[config.mk]
export PLATFORM = sky130hd
export DESIGN_NAME = wb_cmd_initiator
export DESIGN_NICKNAME = d
export VERILOG_FILES = /design/src/rtl/wb_cmd_initiator.sv
export SDC_FILE = /design/constraint.sdc
export NUM_CORES = 1
export LEC_CHECK = 0
export ABC_AREA = 1
export CAP_MARGIN = 20
export CORE_UTILIZATION = 25
export CTS_CLUSTER_SIZE = 24
export DETAILED_ROUTE_END_ITERATION = 6
export GPL_TIMING_DRIVEN = 0
export PLACE_DENSITY = 0.61
export SYNTH_ARGS = -nofsm -noshare
export SYNTH_HDL_FRONTEND = slang
export SYNTH_SLANG_ARGS = --single-unit
[constraint.sdc]
create_clock -name wb_clk_i -period 1.2 [get_ports wb_clk_i]
set_input_delay 0.18 -clock wb_clk_i [delete_from_list [all_inputs] [get_ports wb_clk_i]]
set_output_delay 0.18 -clock wb_clk_i [all_outputs]
set_load 0.02 [all_outputs]
[src/rtl/wb_cmd_initiator.sv]
// Wishbone classic-cycle initiator: runs one bus cycle per valid/ready command
// and returns read data plus a timeout flag on a valid/ready response port.
module wb_cmd_initiator #(
  parameter int AW      = 32,
  parameter int DW      = 32,
  parameter int TIMEOUT = 255
) (
  input  logic            wb_clk_i,
  input  logic            wb_rst_n_i,
  input  logic            cmd_valid_i,
  output logic            cmd_ready_o,
  input  logic            cmd_we_i,
  input  logic [DW/8-1:0] cmd_sel_i,
  input  logic [AW-1:0]   cmd_adr_i,
  input  logic [DW-1:0]   cmd_dat_i,
  output logic            rsp_valid_o,
  input  logic            rsp_ready_i,
  output logic [DW-1:0]   rsp_dat_o,
  output logic            rsp_err_o,
  output logic            wbm_cyc_o,
  output logic            wbm_stb_o,
  output logic            wbm_we_o,
  output logic [DW/8-1:0] wbm_sel_o,
  output logic [AW-1:0]   wbm_adr_o,
  output logic [DW-1:0]   wbm_dat_o,
  input  logic [DW-1:0]   wbm_dat_i,
  input  logic            wbm_ack_i,
  output logic            busy_o
);
  localparam logic [1:0] IDLE = 2'd0;
  localparam logic [1:0] BUS  = 2'd1;
  localparam logic [1:0] RESP = 2'd2;

  // TIMEOUT=0 still needs a 1-bit timer so the vector is never zero-width.
  localparam int TW = (TIMEOUT > 0) ? $clog2(TIMEOUT + 1) : 1;
  localparam logic [TW-1:0] T_LAST = TW'((TIMEOUT > 0) ? TIMEOUT - 1 : 0);
  localparam logic [TW-1:0] T_MAX  = '1;

  logic [1:0]    state;
  logic [TW-1:0] timer;

  assign cmd_ready_o = (state == IDLE);
  assign busy_o      = (state != IDLE);
  assign wbm_stb_o   = wbm_cyc_o;

  always_ff @(posedge wb_clk_i or negedge wb_rst_n_i) begin
    if (!wb_rst_n_i) begin
      state       <= IDLE;
      timer       <= '0;
      wbm_cyc_o   <= 1'b0;
      wbm_we_o    <= 1'b0;
      wbm_sel_o   <= '0;
      wbm_adr_o   <= '0;
      wbm_dat_o   <= '0;
      rsp_valid_o <= 1'b0;
      rsp_dat_o   <= '0;
      rsp_err_o   <= 1'b0;
    end else begin
      case (state)
        IDLE: begin
          if (cmd_valid_i) begin
            wbm_we_o  <= cmd_we_i;
            wbm_sel_o <= cmd_sel_i;
            wbm_adr_o <= cmd_adr_i;
            wbm_dat_o <= cmd_dat_i;
            wbm_cyc_o <= 1'b1;
            timer     <= '0;
            state     <= BUS;
          end
        end
        BUS: begin
          if (timer != T_MAX) timer <= timer + 1'b1;
          // Ack takes priority over a timeout landing on the same edge.
          if (wbm_ack_i) begin
            wbm_cyc_o   <= 1'b0;
            rsp_dat_o   <= wbm_we_o ? '0 : wbm_dat_i;
            rsp_err_o   <= 1'b0;
            rsp_valid_o <= 1'b1;
            state       <= RESP;
          end else if (TIMEOUT != 0 && timer == T_LAST) begin
            wbm_cyc_o   <= 1'b0;
            rsp_dat_o   <= '0;
            rsp_err_o   <= 1'b1;
            rsp_valid_o <= 1'b1;
            state       <= RESP;
          end
        end
        RESP: begin
          if (rsp_ready_i) begin
            rsp_valid_o <= 1'b0;
            state       <= IDLE;
          end
        end
        default: state <= IDLE;
      endcase
    end
  end
endmodule

==> results.sh, run 1 <==
export IMPL_placeableCoreArea_mm2=0.01821
export IMPL_antenna_violations_before_repair=0
export IMPL_final_setup_tns_ns=-17.72
export IMPL_ctsRootBufferMaster="clkbuf_16"
export IMPL_final_cell_count_no_fill=1047
export IMPL_grt_first_pass_wirelength_mm=25.25
export IMPL_drt_first_iter_violations=211
export IMPL_vdd_ir_drop_max_mv=1.268
export IMPL_post_route_drc_count=17
export IMPL_placed_wire_length_estimate_mm=10.01
export IMPL_avgRoutedWirePerCell_um=15.06
export IMPL_filler_cell_count=1733
export IMPL_synth_distinct_cells=23
export IMPL_remaining_global_route_overflow=0
export IMPL_period_minus_slack_ns=1.419
export IMPL_post_place_cells=971
export IMPL_worstSetupStartpointType="flip-flop"
export IMPL_grt_total_usage_pct=16.90
export IMPL_clock_sinks=114
export IMPL_grt_setup_unrepaired="true"
export IMPL_post_route_cells_drive_above_1_share_pct=39.24
export IMPL_worst_skew_pair_late_latency_ns=0.41
export IMPL_fmax_mhz=704.8
export IMPL_cts_buffer_depth=2
export IMPL_cap_viol_max_count=0
export IMPL_violated_checks="design-rule violations, negative setup slack"
export IMPL_worstPathArrival_ns=1.24
export IMPL_cts_max_level=4
export IMPL_worst_hold_slack_ns=0.1611
export IMPL_slew_violations=0
export IMPL_detail_route_antenna_nets=0
export IMPL_synth_fp_nets=638
export IMPL_rows=49
export IMPL_timing_worst_slew_pin_value_ns=0.5274
export IMPL_die_h_um=139.1
export IMPL_area_delta_synth_final_pct=80.07
export IMPL_worst_setup_slack_for_register_to_register_paths_ns=-0.21
export IMPL_cts_made_buffers=17
export IMPL_power_density_mw_per_mm2=2690
export IMPL_initial_utilization_pct=25.80
export IMPL_pin_count_of_the_biggest_net_entering_global_routing=64
export IMPL_criticalPathCategory="flip-flop to primary output"
export IMPL_boundaryPins=213
export IMPL_timing_final_crit_share_pct=118.2
export IMPL_detailedRoute_firstPassIterationCount=7
export IMPL_first_global_vias=4707
export IMPL_num_antenna_cells=0
export IMPL_detailroute_via_count=4553
export IMPL_floorplan_die_width_um=139.1
export IMPL_yosysWarnings=0
export IMPL_port_buffer_count=211
export IMPL_synth_area_per_cell_um2=8.862
export IMPL_number_of_flip_flops_and_latches_in_the_synthesized_netlist=114
export IMPL_cts_reportedPaths_clkPinSlew_ns=0.05
export IMPL_final_hold_violation_count=0
export IMPL_timing_max_slew_rel_slack_pct=64.84
export IMPL_nNetsFinal=913
export IMPL_synthCells=530
export IMPL_design_die_area_mm2=0.01934
export IMPL_timing_critical_path_cells="nor2_4, buf_12, inv_4, buf_6"
export IMPL_place_gp_congestion=0.7750
export IMPL_leakage_nw=4.324
export IMPL_worst_setup_path_end_kind="primary output"
export IMPL_cell_area_after_synthesis_mm2=0.004697
export IMPL_avgViaCountPerCell=4.349
export IMPL_cpPeakStageDelay_ns=0.42
export IMPL_setup_viol=117
export IMPL_tritoncts_clock_tree="done"
export IMPL_cpMaxStageDelayCell="dfrtp_2"
export IMPL_min_path_type="input port to flip-flop"
export IMPL_crit_path_max_fanout=2
export IMPL_synth_yosys_seq_area_share_pct=60.74
export IMPL_crit_required_ns=1.02
export IMPL_finClkSkew_ns=0.01024
export IMPL_outcome="finished, violations left"
export IMPL_postRouteWirelength_mm=15.76
export IMPL_post_route_worst_setup_slack_ns=-0.2188
## stage by stage
step | power [mW] | worst slack [ns] | util [%] | area (um2)
global route | 24.22 | -0.2731 | 46.45 | 8458
global placement | 16.07 | -5.320 | 39.06 | 7112
detailed placement | 16.16 | -0.4554 | 39.22 | 7141
CTS | 21.99 | -0.2144 | 43.46 | 7913
finish | 22.76 | -0.2188 | 46.45 | 8458
floorplan | 11.31 | -0.03634 | - | 4713
## layout by cell type (no fill, tap or decap), types with 2 or more instances in the layout
cell type / n
buf_2: 98
buf_4: 20
buf_12: 8
inv_1: 13
nand2_2: 73
inv_2: 2
clkinv_4: 3
nand2_4: 17
nand4_1: 34
dfrtp_2: 3
nand3_1: 10
clkinv_2: 2
ha_4: 2
o21ai_1: 2
clkbuf_1: 7
clkinvlp_4: 3
dfrtp_1: 111
nand2_8: 4
nand3_4: 2
nor2_4: 3
clkbuf_2: 2
o21ai_2: 5
buf_8: 9
nand2_1: 207
nor2_1: 5
clkbuf_16: 23
bufinv_16: 3
buf_6: 26
o21ai_0: 2
buf_16: 4
inv_4: 2
clkdlybuf4s50_1: 103
## flip-flops by register name (all words and copies together) (netlist names)
| register | cells |
|---|---|
| rsp_err_o | 1 |
| timer | 8 |
| wbm_we_o | 1 |
| state | 2 |
| wbm_dat_o | 32 |
| wbm_adr_o | 32 |
| wbm_sel_o | 4 |
| rsp_valid_o | 1 |
| rsp_dat_o | 32 |
| wbm_cyc_o | 1 |
## kinds of logic after synthesis
| logic type | synth area share [%] |
|---|---|
| and+or+nand+nor | 32.37 |
| buffers and inverters | 4.901 |
| adders and majority gates | 0.5327 |
| AOI/OAI and AO/OA | 1.279 |
| DFF | 60.74 |
| xor gates and xnor gates | 0.1865 |
## synth_stat cells, drive strengths merged
master / instances / area [um2]
inv: 18 / 67.56
o21a: 1 / 7.510
nand4: 34 / 212.7
nor2: 9 / 67.57
o21ai: 9 / 45.04
clkbuf: 7 / 26.28
xor2: 1 / 8.760
nand2: 299 / 1170
ha: 2 / 25.02
dfrtp: 114 / 2853
nand3: 13 / 70.07
buf: 22 / 136.4
o31ai: 1 / 7.510
## routing by layer
metal / global-route usage, % / routed length [um] / up-vias
met5: 0 / 0 / -
met4: 5.439 / 147 / 0
met3: 5.732 / 1292 / 9
met2: 26.87 / 7443 / 170
met1: 21.51 / 6880 / 2145
li1: - / - / 2229
## what timing repair did
item / 4_1_cts / 5_1_grt
cloned: 9 / 6
hold buffers: 1 / 0
gates resized for setup: 535 / 111
endpoints found under the hold margin: 51 / 0
pin swaps: 10 / 23
buffers inserted: 20 / 9
setup endpoints to repair: 221 / 118
## worst max-delay path: cells and delay by family, from the launching register on
kind | cells | cell delay (ns)
and+or+nand+nor | 1 | 0.15
DFF | 1 | 0.42
buffers and inverters | 3 | 0.25
## worst paths after layout
path                                from            end  depth (start not counted)
hold reg to reg            rsp_dat_o[28]  rsp_dat_o[28]                          2
hold / removal                 wbm_ack_i  rsp_dat_o[24]                          3
max in group asynchronous     wb_rst_n_i       timer[1]                          3
min in group asynchronous     wb_rst_n_i   rsp_dat_o[1]                          2
setup reg to reg                state[1]       timer[2]                          7
setup / recovery                state[1]         busy_o                          4
## report_power, final
| group | switching, mW | internal [mW] | total, mW |
|---|---|---|---|
| Sequential | 1.00 | 5.51 | 6.51 |
| Clock | 1.88 | 3.33 | 5.21 |
| Combinational | 6.34 | 4.70 | 11.0 |
## layout make-up
cell class	count	area, um2	share of cell area [%]
repair buffers	253	2213	26.17
flip-flops and latches	114	2856	33.77
multi-input cells	371	2037	24.08
clock inverters	12	157.7	1.864
well taps	229	286.5	3.388
plain buffers	29	345.3	4.083
repair inverters	1	16.27	0.1923
inverters	18	98.84	1.169
clock buffers	20	446.7	5.281
Note: power is estimated with default switching activity, not from simulation.
==> run 2, diff against run 1 <==
- PLACE_DENSITY: 0.61 -> 0.66
==> run 2 against run 1 <==
The flow still finishes with violations (design-rule violations, negative setup slack). Critical path depth down 2. Clock power down 3%. Routed wire length increased by 5.6%. Design area up 3.5%. Global-route usage is 0.40 points lower.
==> results.sh, run 2 (synthesized netlist as in run 1, its figures left out) <==
export IMPL_outcome="finished, violations left"
export IMPL_violated_checks="design-rule violations, negative setup slack"
export IMPL_detail_route_antenna_nets=0
export IMPL_vdd_ir_drop_max_mv=1.233
export IMPL_detailedRoute_firstPassIterationCount=7
export IMPL_num_antenna_cells=0
export IMPL_die_h_um=139.1
export IMPL_first_global_vias=4593
export IMPL_cts_reportedPaths_clkPinSlew_ns=0.05
export IMPL_cts_max_level=4
export IMPL_slew_violations=0
export IMPL_pin_count_of_the_biggest_net_entering_global_routing=64
export IMPL_avgViaCountPerCell=4.420
export IMPL_worst_skew_pair_late_latency_ns=0.42
export IMPL_power_density_mw_per_mm2=2688
export IMPL_setup_viol=117
export IMPL_fmax_mhz=715.1
export IMPL_detailroute_via_count=4667
export IMPL_ctsRootBufferMaster="clkbuf_16"
export IMPL_timing_critical_path_cells="nor2_4, buf_4"
export IMPL_postRouteWirelength_mm=16.65
export IMPL_worstPathArrival_ns=1.22
export IMPL_remaining_global_route_overflow=0
export IMPL_antenna_violations_before_repair=0
export IMPL_post_place_cells=971
export IMPL_tritoncts_clock_tree="done"
export IMPL_worstPathBufferInverterCount=1
export IMPL_layout_commonest_cell="nand2_1"
export IMPL_worstSetupStartpointType="flip-flop"
export IMPL_leakage_nw=4.428
export IMPL_critPathTopFamily="flip-flops"
export IMPL_rows=49
export IMPL_timing_rr_end="wbm_adr_o[2]"
export IMPL_ff2ff_path_depth=7
export IMPL_avgRoutedWirePerCell_um=15.76
export IMPL_placed_wire_length_estimate_mm=10.13
export IMPL_final_cell_count_no_fill=1056
export IMPL_placeableCoreArea_mm2=0.01821
export IMPL_top_regs="rsp_dat_o (32), wbm_adr_o (32), wbm_dat_o (32)"
export IMPL_timing_hold_worst_path_depth=3
export IMPL_floorplan_die_width_um=139.1
export IMPL_post_route_cells_drive_above_1_share_pct=44.74
export IMPL_cap_viol_max_count=0
export IMPL_port_buffer_count=211
export IMPL_grt_total_usage_pct=16.49
export IMPL_boundaryPins=213
export IMPL_crit_required_ns=1.02
export IMPL_post_place_ws_ns=-0.4271
export IMPL_period_minus_slack_ns=1.398
export IMPL_grt_first_pass_wirelength_mm=24.58
export IMPL_worst_hold_slack_ns=0.1631
export IMPL_place_gp_congestion=0.8015
export IMPL_criticalPathCategory="flip-flop to primary output"
export IMPL_min_delay_start="wbm_ack_i"
export IMPL_post_route_drc_count=16
export IMPL_cpPeakStageDelay_ns=0.40
export IMPL_crit_path_max_fanout=4
export IMPL_timing_final_crit_share_pct=116.5
export IMPL_initial_utilization_pct=25.80
export IMPL_cpMaxStageDelayCell="dfrtp_1"
export IMPL_worst_setup_path_end_kind="primary output"
export IMPL_post_route_worst_setup_slack_ns=-0.1985
export IMPL_final_cell_mix="nand2_1 (169), dfrtp_1 (110), nand2_2 (105)"
export IMPL_clock_sinks=114
export IMPL_cts_buffer_depth=2
export IMPL_grt_setup_unrepaired="true"
export IMPL_design_die_area_mm2=0.01934
export IMPL_min_delay_worst_endpoint="rsp_dat_o[24]"
export IMPL_min_path_type="input port to flip-flop"
export IMPL_timing_worst_slew_pin_value_ns=0.5254
export IMPL_timing_max_slew_rel_slack_pct=64.97
export IMPL_area_delta_synth_final_pct=86.39
export IMPL_drt_first_iter_violations=184
export IMPL_finClkSkew_ns=0.01087
export IMPL_final_hold_violation_count=0
export IMPL_utilization_pct=48.08
export IMPL_worst_setup_slack_for_register_to_register_paths_ns=-0.19
export IMPL_nNetsFinal=922
export IMPL_critical_path_reg2reg_startpoint="state[0]"
export IMPL_cts_made_buffers=17
==> run 2: changes by cell type in the layout (fill, tap and decap cells not counted), sizes merged <==
cell	before	now
clkbuf	33	35
clkinv	7	8
bufinv	3	2
buf	165	169
clkinvlp	3	4
inv	18	20
==> run 2: report_power, final <==
group	internal (mW)	switching, mW
clock network	3.13	1.95
registers	5.51	1.10
logic	5.23	6.62
==> run 2: what timing repair did <==
action                                  in CTS  in global routing
pin swaps                                   16                 37
resized for setup                          521                181
hold endpoints to repair                    51                  0
buffers inserted                            26                  6
gates cloned                                 7                 13
hold buffers                                 1                  0
endpoints found under the setup margin     221                124
==> run 2: final cells by class <==
cell class,instances,area [um2]
fillers,1718,9454
flip-flops and latches,114,2858
repair buffers,261,2382
multi-input cells,371,2156
clock buffers,18,439.2
plain buffers,29,355.3
well taps,229,286.5
clock inverters,14,156.4
inverters,18,88.84
repair inverters,2,32.53
==> run 2: worst reg2reg max path: stages (launching register included) <==
cell       delay (ns)
dfrtp_1          0.40
nor2_4           0.21
buf_12           0.16
nand2_8          0.13
inv_16           0.15
clkbuf_16        0.16
nand2_2          0.04
nand2_1          0.06
==> run 2: metal layers <==
layer  share of wire (%)  GRT usage, %  wire [um]
met4                 1.1         5.205        184
met3                 7.4         6.319       1228
met2                  50         26.77       8329
met1                  41         20.16       6905
met5                   0             0          0
==> run 2: how the worst max path moves through the flow <==
stage | from | end | slack [ns] | cells after the start
2_1_floorplan | state[1] | wbm_adr_o[0] | -0.04 | 6
3_3_place_gp | wb_rst_n_i | state[1] | -5.19 | 1
3_5_place_dp | cmd_valid_i | wbm_we_o | -0.43 | 5
4_1_cts | state[0] | cmd_ready_o | -0.23 | 2
5_1_grt | state[0] | wbm_sel_o[1] | -0.26 | 7
6_report | state[0] | cmd_ready_o | -0.20 | 2
==> run 2: stage by stage <==
step / power (mW) / TNS (ns) / area (um2)
after floorplan: 11.31 / -2.330 / 4713
after global placement: 16.05 / -571.37 / 7112
after detailed placement: 16.18 / -32.61 / 7141
after CTS: 21.55 / -12.68 / 7839
after global routing: 24.90 / -23.36 / 8755
final: 23.53 / -15.74 / 8755
==> run 3, diff against run 2 <==
- CORE_UTILIZATION: 25 -> 35
- PLACE_DENSITY: 0.66 -> 0.83
==> run 3 against run 2 <==
The run ends with negative setup slack left. Register-to-register slack hardly changed. Clock skew hardly changed. Sequential cell count unchanged. Sequential power fell by 2%. Utilization is 14 points higher. Largest cell class unchanged. Global-route usage is 3.5 points higher. First-iteration DRC count fell by 2.2%. Highest routed layer unchanged.
==> results.sh, run 3 (synthesized netlist as in run 1, its figures left out) <==
export IMPL_post_route_drc_count=0
export IMPL_slew_violations=0
export IMPL_violated_checks="negative setup slack"
export IMPL_cts_buffer_depth=2
export IMPL_post_place_ws_ns=-0.4938
export IMPL_finalPower_mw=21.48
export IMPL_uppermost_layer_routed="met4"
export IMPL_ctsRootBufferMaster="clkbuf_16"
export IMPL_met3RoutedLength_mm=1.043
export IMPL_detail_route_antenna_nets=0
export IMPL_grt_first_pass_wirelength_mm=21.76
export IMPL_placed_wire_length_estimate_mm=9.542
export IMPL_post_route_cells_drive_above_1_share_pct=37.26
export IMPL_place_gp_congestion=0.8322
export IMPL_first_global_vias=4308
export IMPL_worst_hold_slack_ns=0.1745
export IMPL_grt_setup_unrepaired="true"
export IMPL_final_cell_mix="nand2_1 (208), dfrtp_1 (110), buf_2 (103), clkdlybuf4s50_1 (103), nand2_2 (72)"
export IMPL_boundaryPins=213
export IMPL_worstSetupStartpointType="flip-flop"
export IMPL_power_density_mw_per_mm2=2687
export IMPL_comb_power_share_pct=46.4
export IMPL_detailroute_wirelength_met2_mm=7.280
export IMPL_period_minus_slack_ns=1.375
export IMPL_placeableCoreArea_mm2=0.01288
export IMPL_die_h_um=117.8
export IMPL_avgViaCountPerCell=4.670
export IMPL_switching_share_of_power_pct=40.53
export IMPL_vdd_ir_drop_max_mv=1.366
export IMPL_fmax_mhz=727.1
export IMPL_outcome="finished, violations left"
export IMPL_total_switching_power_mw=8.704
export IMPL_timing_final_crit_share_pct=114.6
export IMPL_cap_viol_max_count=0
export IMPL_postLayoutCellArea_mm2=0.007994
export IMPL_timing_worst_slew_pin_value_ns=0.5171
export IMPL_initial_utilization_pct=36.48
export IMPL_timing_max_slew_rel_slack_pct=65.53
export IMPL_port_buffer_count=211
export IMPL_intPower_mw=12.77
export IMPL_clock_sinks=114
export IMPL_detailedRoute_firstPassIterationCount=6
export IMPL_floorplan_die_width_um=117.8
export IMPL_post_place_cells=914
export IMPL_rows=41
export IMPL_pin_count_of_the_biggest_net_entering_global_routing=63
export IMPL_num_antenna_cells=0
export IMPL_design_die_area_mm2=0.01389
export IMPL_leakage_nw=4.167
export IMPL_postRouteWirelength_mm=14.52
export IMPL_worst_skew_pair_late_latency_ns=0.41
export IMPL_drt_first_iter_violations=180
export IMPL_power_sequential_fraction_pct=30.2
export IMPL_remaining_global_route_overflow=0
export IMPL_nNetsFinal=894
export IMPL_final_setup_tns_ns=-15.22
export IMPL_cts_reportedPaths_clkPinSlew_ns=0.05
export IMPL_avgRoutedWirePerCell_um=14.98
export IMPL_crit_required_ns=1.49
export IMPL_detailroute_via_count=4525
export IMPL_area_delta_synth_final_pct=70.19
export IMPL_wl_met1_mm=6.046
export IMPL_worst_setup_path_end_kind="flip-flop"
export IMPL_top_regs="rsp_dat_o (32), wbm_adr_o (32), wbm_dat_o (32)"
export IMPL_grt_total_usage_pct=19.99
export IMPL_worstPathArrival_ns=1.66
export IMPL_criticalPathCategory="flip-flop to flip-flop"
export IMPL_final_hold_violation_count=0
export IMPL_post_route_worst_setup_slack_ns=-0.1753
export IMPL_final_cell_count_no_fill=969
export IMPL_power_frac_clock_pct=23.4
export IMPL_placedInstanceArea_mm2=0.007069
export IMPL_finClkSkew_ns=0.01044
export IMPL_crit_path_max_fanout=10
export IMPL_utilization_pct=62.08
export IMPL_layout_commonest_cell="nand2_1"
export IMPL_cts_max_level=4
export IMPL_tritoncts_clock_tree="done"
export IMPL_cts_made_buffers=17
export IMPL_setup_viol=117
export IMPL_min_path_type="input port to flip-flop"
export IMPL_antenna_violations_before_repair=0
## run 3: power groups by stage
stage,Sequential [mW],Combinational (mW),Clock (mW)
finish,6.49,9.96,5.02
global route,6.68,10.7,5.31
CTS,6.43,8.32,5.13
detailed placement,6.50,9.56,0
global placement,6.49,9.40,0
floorplan,8.39,2.92,0
## run 3: area by class of cell
cell class | count | area, um2
Fill cell | 1078 | 4882
Buffer | 29 | 306.5
Sequential cell | 114 | 2858
Timing Repair inverter | 2 | 32.53
Clock inverter | 10 | 135.1
Clock buffer | 20 | 456.7
Tap cell | 172 | 215.2
Timing Repair Buffer | 234 | 1954
Inverter | 18 | 83.83
Multi-Input combinational cell | 370 | 1952
## run 3: routing by layer
| metal | track usage, % | up-vias |
|---|---|---|
| li1 | - | 2188 |
| met1 | 24.93 | 2143 |
| met2 | 32.35 | 181 |
| met3 | 7.752 | 13 |
| met4 | 5.048 | 0 |
| met5 | 0 | - |
## run 3: critical path, cell delays in order (launching register included)
cell     delay [ns]
dfrtp_1        0.43
nand2_2        0.10
nor2_4         0.15
nand3_2        0.09
nand2_2        0.11
nand2_4        0.10
buf_6          0.16
nand2_1        0.07
nand2_1        0.05
## run 3: what timing repair did
| item | CTS | global route |
|---|---|---|
| endpoints found under the setup margin | 221 | 118 |
| buffers inserted | 2 | 11 |
| gates resized for setup | 453 | 157 |
| hold buffers | 1 | 0 |
| hold endpoints to repair | 52 | 0 |
| pin swaps | 4 | 23 |
| cloned | 0 | 11 |
## run 3: worst paths after layout
kind | slack (ns) | cells past startpoint | start | to
hold reg to reg | 0.47 | 2 | rsp_dat_o[29] | rsp_dat_o[29]
setup / recovery | -0.18 | 8 | timer[5] | rsp_dat_o[28]
setup reg to reg | -0.18 | 8 | timer[5] | rsp_dat_o[28]
min in group asynchronous | 0.30 | 2 | wb_rst_n_i | rsp_dat_o[25]
max in group asynchronous | 0.22 | 3 | wb_rst_n_i | timer[4]
hold / removal | 0.17 | 3 | wbm_ack_i | rsp_dat_o[24]
